[src/rtl/bt_tx_scheduler.sv]
// bt_tx_scheduler: arbitrates two byte requesters into header+data packets for a serializer.
// Optional trailing XOR checksum byte enabled by defining BT_TX_CHECKSUM_EN.
module bt_tx_scheduler #(
  parameter logic [7:0] HDR_BASE = 8'hA0,
  parameter int         MAX_PKT  = 64
) (
  input  logic            clk,
  input  logic            rst_in,
  input  logic [1:0]      req_valid,
  input  logic [1:0][7:0] req_data,
  input  logic [1:0]      req_last,
  output logic [1:0]      req_ready,
  output logic [7:0]      ser_data,
  output logic            ser_send,
  input  logic            ser_done,
  output logic            grant_id,
  output logic            busy,
  output logic            pkt_done,
  output logic            pkt_trunc
);
`ifdef BT_TX_CHECKSUM_EN
  typedef enum logic [1:0] {IDLE, HDR, DATA, CSUM} state_t;
  logic [7:0] r_csum;
`else
  typedef enum logic [1:0] {IDLE, HDR, DATA} state_t;
`endif
  state_t     r_state;
  logic       r_last_grant;
  logic       r_last;
  logic       r_done_q;
  logic [7:0] r_count;
  logic       w_rise;
  logic       w_win;
  logic       w_max;
  logic [7:0] w_hdr;
  // Completion only counts while a byte is actually outstanding.
  assign w_rise = ser_send & ser_done & ~r_done_q;
  assign w_win  = (&req_valid) ? ~r_last_grant : req_valid[1];
  assign w_max  = r_count == 8'(MAX_PKT);
  assign w_hdr  = HDR_BASE | {7'b0, w_win};
  always_ff @(posedge clk or negedge rst_in) begin
    if (!rst_in) begin
      r_state      <= IDLE;
      ser_send     <= 1'b0;
      ser_data     <= 8'h00;
      req_ready    <= 2'b00;
      grant_id     <= 1'b0;
      busy         <= 1'b0;
      pkt_done     <= 1'b0;
      pkt_trunc    <= 1'b0;
      r_last_grant <= 1'b1;
      r_last       <= 1'b0;
      r_count      <= 8'h00;
      r_done_q     <= 1'b0;
`ifdef BT_TX_CHECKSUM_EN
      r_csum       <= 8'h00;
`endif
    end else begin
      r_done_q  <= ser_done;
      req_ready <= 2'b00;
      pkt_done  <= 1'b0;
      pkt_trunc <= 1'b0;
      case (r_state)
        IDLE: if (|req_valid) begin
          r_state      <= HDR;
          grant_id     <= w_win;
          r_last_grant <= w_win;
          ser_data     <= w_hdr;
          ser_send     <= 1'b1;
          busy         <= 1'b1;
`ifdef BT_TX_CHECKSUM_EN
          r_csum       <= w_hdr;
`endif
        end
        HDR: begin
          r_count <= 8'h00;
          if (w_rise) begin
            ser_send <= 1'b0;
            r_state  <= DATA;
          end
        end
        DATA: if (!ser_send) begin
          if (req_valid[grant_id]) begin
            ser_data            <= req_data[grant_id];
            ser_send            <= 1'b1;
            req_ready[grant_id] <= 1'b1;
            r_last              <= req_last[grant_id];
            r_count             <= r_count + 8'd1;
`ifdef BT_TX_CHECKSUM_EN
            r_csum              <= r_csum ^ req_data[grant_id];
`endif
          end
        end else if (w_rise) begin
          ser_send <= 1'b0;
          if (r_last || w_max) begin
            pkt_trunc <= ~r_last;
`ifdef BT_TX_CHECKSUM_EN
            r_state   <= CSUM;
`else
            r_state   <= IDLE;
            busy      <= 1'b0;
            pkt_done  <= 1'b1;
`endif
          end
        end
`ifdef BT_TX_CHECKSUM_EN
        CSUM: if (!ser_send) begin
          ser_data <= r_csum;
          ser_send <= 1'b1;
        end else if (w_rise) begin
          ser_send <= 1'b0;
          r_state  <= IDLE;
          busy     <= 1'b0;
          pkt_done <= 1'b1;
        end
`endif
        default: r_state <= IDLE;
      endcase
    end
  end
endmodule

[config.mk]
export PLATFORM = sky130hd
export DESIGN_NAME = bt_tx_scheduler
export DESIGN_NICKNAME = d
export VERILOG_FILES = /design/src/rtl/bt_tx_scheduler.sv
export SDC_FILE = /design/constraint.sdc
export NUM_CORES = 1
export LEC_CHECK = 0
export ABC_AREA = 1
export CAP_MARGIN = 20
export CORE_UTILIZATION = 44
export DETAILED_ROUTE_END_ITERATION = 10
export PLACE_DENSITY = 0.85
export SYNTH_ARGS = -nofsm -noshare
export SYNTH_HDL_FRONTEND = slang
export SYNTH_SLANG_ARGS = --single-unit
[constraint.sdc]
create_clock -name clk -period 1.3 [get_ports clk]
set_input_delay 0.13 -clock clk [delete_from_list [all_inputs] [get_ports clk]]
set_output_delay 0.13 -clock clk [all_outputs]
set_load 0.02 [all_outputs]
# ---- Word level (Yosys, flattened, before mapping)
# Cells that the tools add are included.
dict set report word_totals {
  ff_bits 28
  inputBits 23
  out_inout_bits 15
  elab_cells 89
}
dict set report op_classes {
  add_sub_neg 1
  magnitude_cmp 2
  eq_ne 10
  n_mux 43
  bitwise_logic 6
  n_reduce_logical 15
}
# op count
set ops {}
lappend ops {{two-way mux 8 bit} 7}
lappend ops {{case mux 8 bit (2 select lines)} 2}
lappend ops {{two-way mux 1 bit} 22}
lappend ops {{two-way mux 2 bit} 8}
lappend ops {{!= test 2 bit, second input constant} 7}
lappend ops {{AND reduction 5 bit} 2}
lappend ops {{AND reduction 3 bit} 3}
lappend ops {{adder 8 x 1 -> 8 bit, second input constant} 1}
lappend ops {{== test 8 x 7 -> 1 bit, second input constant} 1}
lappend ops {{case mux 2 bit (3 select lines)} 1}
lappend ops {{NOT 1 bit} 4}
lappend ops {{AND reduction 2 bit} 2}
lappend ops {{AND reduction 4 bit} 1}
lappend ops {{nonzero test 2 bit} 2}
lappend ops {{case mux 1 bit (3 select lines)} 1}
lappend ops {{nonzero test 3 bit} 1}
lappend ops {{bitwise AND 1 bit} 2}
lappend ops {{== test 2 x 1 -> 1 bit, second input constant} 1}
lappend ops {{== test 2 bit, second input constant} 1}
lappend ops {{logical NOT 2 bit} 1}
lappend ops {{less-than comparator 1 x 2 -> 1 bit, second input constant} 1}
lappend ops {{case mux 1 bit (2 select lines)} 1}
lappend ops {{OR reduction 2 bit} 1}
lappend ops {{demux 1 bit (select 1 bit)} 1}
lappend ops {{other kinds (3)} 3}

# ---- Longest topological paths before layout
# Gate-level depths: netlist (run 1).
dict set report logic_depth {
  ltp_word 7
  ltp_mapped 9
  depth_no_buf 9
}

# ---- Least setup slack after synthesis (run 1)
# No wires, ideal clock.
dict set report synth_path {
  path_type {register to register}
  start {register grant_id}
  end {register ser_data[6]}
  setup_time_ns 0.123
  arrival_ns 1.216
  path_slack_ns -0.039
  stages_incl_launch_ff 10
  period_less_slack_ns 1.339
  cell_sequence {dfrtp_1 inv_2 nand2_1 nand2_1 inv_1 nand2_1 nand2_4 buf_6 nand2_1 o21ai_2}
}
dict set report synth_via {
  elab_chain_cells 5
  elab_cells_between_ends 9
}
# item line
set synth_rtl {}
lappend synth_rtl {{from (decl)} 16} ;# output logic grant_id,
lappend synth_rtl {{from (signal assigned)} 66} ;# grant_id <= w_win;
lappend synth_rtl {{two-way mux 8 bit (implied by the code) (2 in a row)} 84} ;# ser_data <= req_data[grant_id];
lappend synth_rtl {{two-way mux 8 bit} 83} ;# if (req_valid[grant_id]) begin
lappend synth_rtl {{two-way mux 8 bit} 82} ;# DATA: if (!ser_send) begin
lappend synth_rtl {{case mux 8 bit (2 select lines)} 63} ;# case (r_state)
lappend synth_rtl {{to (signal assigned)} 68} ;# ser_data <= w_hdr;
lappend synth_rtl {{to (signal assigned)} 84}
lappend synth_rtl {{to (decl)} 13} ;# output logic [7:0] ser_data,
# Several ways; a longest one is shown, not always the timed one. The select of a mux whose other input is x is not followed.
# A chain may end at the register's enable or synchronous reset.

# ---- Worst setup path after layout (run 1)
dict set report layout_path {
  start {register r_count[0]}
  end {register r_count[4]}
}
dict set report layout_via {
  elab_chain_cells 4
}
# item line
set layout_rtl {}
lappend layout_rtl {{from (decl)} 31} ;# logic [7:0] r_count;
lappend layout_rtl {{from (signal assigned)} 88} ;# r_count <= r_count + 8'd1;
lappend layout_rtl {{adder 8 x 1 -> 8 bit} 88}
lappend layout_rtl {{two-way mux 8 bit} 83}
lappend layout_rtl {{two-way mux 8 bit} 82}
lappend layout_rtl {{case mux 8 bit (2 select lines)} 63}
# Every way passes these cells. The select of a mux whose other input is x is not followed.

==> impl_metrics.yaml, run 1 <==
flow_run:
  cap_violations: 0
route:
  postRouteWirelength_microns: 3640
  drc: 0
  vias: 1443
  ant_nets: 0
  wl_per_cell_microns: 12.4
  vias_per_cell: 4.92
  dr.pass1.iters: 4
  drt_iter0_drc: 77
worst_setup_path:
  cp-end-kind: "flip-flop"
  startpoint_type: "flip-flop"
  crit_path_max_fanout: 5
  cp-startpoint: "r_count[0]$_DFFE_PN0P_"
  crit_type: "flip-flop to flip-flop"
  reg2reg_depth: 6
  reg2reg_from: "r_count[0]$_DFFE_PN0P_"
  worst_ep_arrival_time_ns: 1.45
  ff2ff_setup_slack_ns: 0.05
  crit_end: "r_count[4]$_DFFE_PN0P_"
  timing.rr.end: "r_count[4]$_DFFE_PN0P_"
  worst_ep_required_time_ns: 1.51
global_route:
  grt_pass1_vias: 1256
  grt_max_degree: 29
  track_usage_pct: 20.4
  grt_antenna_before_repair: 0
  grt_first_pass_wirelength_microns: 5570
  grt-ovfl-total: 0
hold_path:
  holdCritPathClass: "primary input to asynchronous set/reset pin"
placed_design:
  routabilityCongestion: 0.804
  dp_hpwl_microns: 2700
  portBuffers: 37
  placed_cells_incl_taps: 286
clock_network:
  cts-buffers-inserted: 3
  cts_hold_buf: 0
  clk_latency_ns: 0.32
  htree_levels: 1
  clock_sinks: 28
  cts-root-buf: "clkbuf_4"
  cts_max_path_buffers: 2
  cts_tree: "done"
  clk_pin_slew_ns: 0.15
synthesis:
  synth_edf_count: 0
  netlist_area_sq_mm: 0.00150
  synth_fp_nets: 216
  synth_top_area_share_pct: 45.2
  synthTopCellsByArea: "dfrtp_1 (45%), nand2_1 (14%), nor2_1 (6.3%)"
  yosysWarnings: 0
  avgSynthCellArea_sq_um: 7.83
  synth_cell_types: 25
  yosysMostFrequentCell: "nand2_1"
  yosysTopAreaCell: "dfrtp_1"
  netlist_top_cells_count: "nand2_1 (54), dfrtp_1 (27), nor2_1 (25)"
  synth_cells: 191
  seq_area_frac_synth_pct: 46.9
  ys.flop_type: "dfrtp_1"
  synth-seq-cells: 28
  ys_async_sr_fraction_pct: 100
power:
  peakVddDrop_uv: 731
  p_per_area_mw_per_mm2: 1410
  p_leak_nw: 1.04
floorplan:
  dieArea_sq_mm: 0.00364
  core_sq_mm: 0.00313
  die_x_microns: 60.3
  initial_utilization_pct: 47.8
  row_count: 20
  boundaryPins: 38
  die_h_microns: 60.3
timing:
  max_freq_ghz: 0.802
  finClkSkew_ns: 0.00653
  hold_ws_ns: 0.144
  post-route-period-util_pct: 95.9
  timing.final.crit_period_ns: 1.25
  hold_viol_final: 0
  rsz0062_at_grt: "yes"
  drv_slew: 0
  finalSetupViolCount: 0
  max_slew_margin_pct: 79.3
  worst_slew_pin_slew_ns: 0.307
run_status:
  status: "completed"
layout:
  fill_cells: 238
  num_antenna_cells: 0
  multiInputGateArea_sq_um: 753
  syn_to_final_growth_pct: 41.8
  stdcell_count: 293
  layout-drive-gt1-share_pct: 23.7
  fin_nets: 275
  final-seq-area_sq_um: 704
power breakdown:
part           leakage, nW  switching (W)  internal, W
combinational        0.665       0.000866     0.000566
clock               0.0150       0.000245     0.000120
sequential           0.363       0.000156      0.00104
cell usage in the layout, fill, tap and decap left out, drive strengths merged, types with 6 or more instances in the layout:
cell type | synthesis | final
nand2 | 60 | 61
dfrtp | 27 | 27
nor2 | 27 | 27
o21ai | 27 | 27
clkdlybuf4s50 | 0 | 22
inv | 22 | 22
buf | 2 | 18
nand3 | 15 | 15
dlygate4sd2 | 0 | 13
clkbuf | 0 | 6
flip-flops by register name, summed over array words and instances, names as in the netlist, 2 cells and up:
signal / cells
r_state: 2
r_count: 8
req_ready: 2
ser_data: 8
logic make-up after synthesis:
family,Yosys count,synth area share (%)
AOI/OAI and AO/OA,32,13.7
adders and majority gates,2,1.67
buffers and inverters,24,6.94
DFF,28,46.9
and+or+nand+nor,105,30.7
worst min path at each step:
stage                                           to  cells after the start
after floorplan                   busy$_DFFE_PN0P_                      0
after global placement    r_last_grant$_DFFE_PN1P_                      2
after detailed placement  r_last_grant$_DFFE_PN1P_                      2
after CTS                       r_done_q$_DFF_PN0_                      2
after global routing        r_count[1]$_DFFE_PN0P_                      2
final                           r_done_q$_DFF_PN0_                      2
layout make-up:
| cell class | count | share of cell area (%) |
|---|---|---|
| flip-flops and latches | 28 | 33.2 |
| multi-input cells | 140 | 35.5 |
| repair buffers | 55 | 23.2 |
| well taps | 44 | 2.60 |
| clock buffers | 4 | 1.24 |
| inverters | 22 | 4.25 |
routing by layer:
metal | routed length [microns] | vias to the layer above | GRT usage (%)
li1 | - | 727 | -
met1 | 1630 | 669 | 27.3
met2 | 1790 | 43 | 34.2
met3 | 170 | 4 | 2.16
met4 | 42 | 0 | 6.64
met5 | 0 | - | 0
metrics by stage:
step	setup WS [ns]	instance area [sq um]	power (W)	setup TNS (ns)	util [%]
3_3_place_gp	-0.143	2040	0.00251	-1.60	65.2
4_1_cts	0.00492	2050	0.00284	0	65.5
2_1_floorplan	0.0213	1500	0.00201	0	-
5_1_grt	-0.0129	2120	0.00319	-0.0282	67.8
6_report	0.0529	2120	0.00299	0	67.8
3_5_place_dp	-0.177	2040	0.00255	-2.24	65.2
timing repair:
action | in CTS | in global routing
buffers inserted | 0 | 2
gates cloned | 0 | 1
setup endpoints to repair | 17 | 20
gates resized for setup | 16 | 21
endpoints found under the hold margin | 0 | 0
pin swaps | 0 | 2
worst max-delay path, cell delays in order, from the launching register on:
cell and delay, ns:
dfrtp_1 0.40, buf_4 0.14, ha_1 0.25, inv_1 0.09
o21ai_0 0.09, nand3_1 0.08, o21ai_0 0.09
Power figures use the tool's default switching activity.
==> run 2, diff against run 1 <==
- CAP_MARGIN: 20 -> unset
- GPL_TIMING_DRIVEN: unset -> 0
==> run 2 against run 1 <==
Effect of this change:
- combinational power grew 16%
- sequential power hardly changed
- first-iteration DRC count down 17%
- cell count decreased by 0.68%
- fmax down 3.0%
- total power rose by 9.2%
- via count rose by 1.6%
- worst hold slack improved by 0.0014 ns
- sequential share of layout area down 0.50 points
- count of clock-buffer cells in the layout stayed put
- cell area up 1.5%
- critical path depth is 3 higher
- critical path type unchanged
==> impl_metrics.yaml, run 2 (synthesized netlist as in run 1, its figures left out) <==
route:
  vias: 1466
  vias_per_cell: 5.04
  postRouteWirelength_microns: 3660
  wl_per_cell_microns: 12.6
  drc: 0
  ant_nets: 0
  drt_iter0_drc: 64
  dr.pass1.iters: 4
timing:
  hold_viol_final: 0
  finClkSkew_ns: 0.00843
  timing.final.crit_period_ns: 1.29
  worst_slew_pin_slew_ns: 1.22
  post-route-period-util_pct: 98.8
  max_freq_ghz: 0.778
  finalSetupViolCount: 0
  setup_tns_ns: 0
  rsz0062_at_grt: "yes"
  max_slew_margin_pct: 18.5
  drv_slew: 0
run_status:
  status: "completed"
clock_network:
  clk_latency_ns: 0.34
  cts_tree: "done"
  cts-buffers-inserted: 3
  htree_levels: 1
  cts-root-buf: "clkbuf_4"
  cts_hold_buf: 0
  clk_pin_slew_ns: 0.16
  clock_sinks: 28
  cts_max_path_buffers: 2
global_route:
  track_usage_pct: 18.9
  grt_antenna_before_repair: 0
  grt_first_pass_wirelength_microns: 5090
  grt-ovfl-total: 0
  grt_pass1_vias: 1207
  grt_max_degree: 29
power:
  p_leak_nw: 1.04
  peakVddDrop_uv: 694
  p_per_area_mw_per_mm2: 1520
layout:
  final_common_cell: "nand2_1"
  num_antenna_cells: 0
  fill_cells: 235
  reg_top3: "r_count x8, ser_data x8"
  fin_nets: 273
  stdcell_count: 291
  syn_to_final_growth_pct: 44.0
  final_util_pct: 68.8
  final_cell_mix: "nand2_1 (50), nor2_1 (25), dfrtp_1 (25)"
  layout-drive-gt1-share_pct: 23.5
placed_design:
  routabilityCongestion: 0.844
  placed_cells_incl_taps: 272
  portBuffers: 37
  dp_hpwl_microns: 2410
floorplan:
  die_h_microns: 60.3
  boundaryPins: 38
  row_count: 20
  initial_utilization_pct: 47.8
  dieArea_sq_mm: 0.00364
  core_sq_mm: 0.00313
  die_x_microns: 60.3
worst_setup_path:
  startpoint_type: "flip-flop"
  worst_ep_required_time_ns: 1.54
  worst_ep_arrival_time_ns: 1.53
  crit_type: "flip-flop to flip-flop"
  crit_path_max_fanout: 8
  cp-end-kind: "flip-flop"
hold_path:
  holdCritPathClass: "primary input to asynchronous set/reset pin"
flow_run:
  cap_violations: 0
==> run 2: worst max-delay path, stage by stage, from the launching register on <==
cell and delay [ns]:
dfrtp_2 0.47, inv_4 0.06, nand2_1 0.06, nand2_1 0.11, inv_1 0.06, nand2_2 0.10
nand2_8 0.09, buf_8 0.14, nand2_2 0.05, o21ai_2 0.05
==> run 2: report_power, final <==
part | switching (W) | leakage, nW | internal (W) | total, W
combinational | 0.000912 | 0.655 | 0.000744 | 0.00166
sequential | 0.000131 | 0.363 | 0.00104 | 0.00117
clock | 0.000268 | 0.0210 | 0.000172 | 0.000440
==> run 2: worst paths after layout <==
path	cells after the start	start	slack (ns)	end
worst min register to register	2	r_last_grant$_DFFE_PN1P_	0.48	r_last_grant$_DFFE_PN1P_
worst max register to register	9	grant_id$_DFFE_PN0P_	0.01	ser_data[5]$_DFFE_PN0P_
min in group clk	1	ser_done	0.24	r_done_q$_DFF_PN0_
worst min-delay path	1	rst_in	0.15	r_state[0]$_DFFE_PN0P_
max in group asynchronous	1	rst_in	0.35	r_state[1]$_DFFE_PN0P_
worst max-delay path	9	grant_id$_DFFE_PN0P_	0.01	ser_data[5]$_DFFE_PN0P_
==> run 2: routing by layer <==
| metal | vias up | track usage [%] | share of wire [%] |
|---|---|---|---|
| met2 | 48 | 31.9 | 48 |
| met3 | 11 | 1.52 | 3.7 |
| met4 | 0 | 10.3 | 2.4 |
| met5 | - | 0 | 0 |
| li1 | 720 | - | - |
| met1 | 687 | 23.8 | 46 |
==> run 2: cell type report <==
type	instances	area, sq um	area share, %
repair buffers	52	482	22.4
multi-input cells	139	757	35.2
clock buffers	4	36.3	1.69
plain buffers	2	26.3	1.22
well taps	44	55.1	2.56
flip-flops and latches	28	704	32.7
inverters	22	92.6	4.30
==> run 2: repair_timing <==
item,CTS,global route
setup endpoints to repair,28,17
gates cloned,0,1
setup buffers,5,9
pin swaps,2,5
resized for setup,22,22
==> run 2: stage by stage <==
stage	hold WS [ns]	setup WS (ns)	cell area (sq um)	power (W)
after floorplan	-0.166	0.0213	1500	0.00201
after global placement	0.451	-0.416	1920	0.00244
after detailed placement	0.457	-0.438	1920	0.00246
after CTS	0.195	0.00866	1990	0.00292
after global routing	0.244	-0.0487	2150	0.00346
final	0.145	0.0150	2150	0.00327
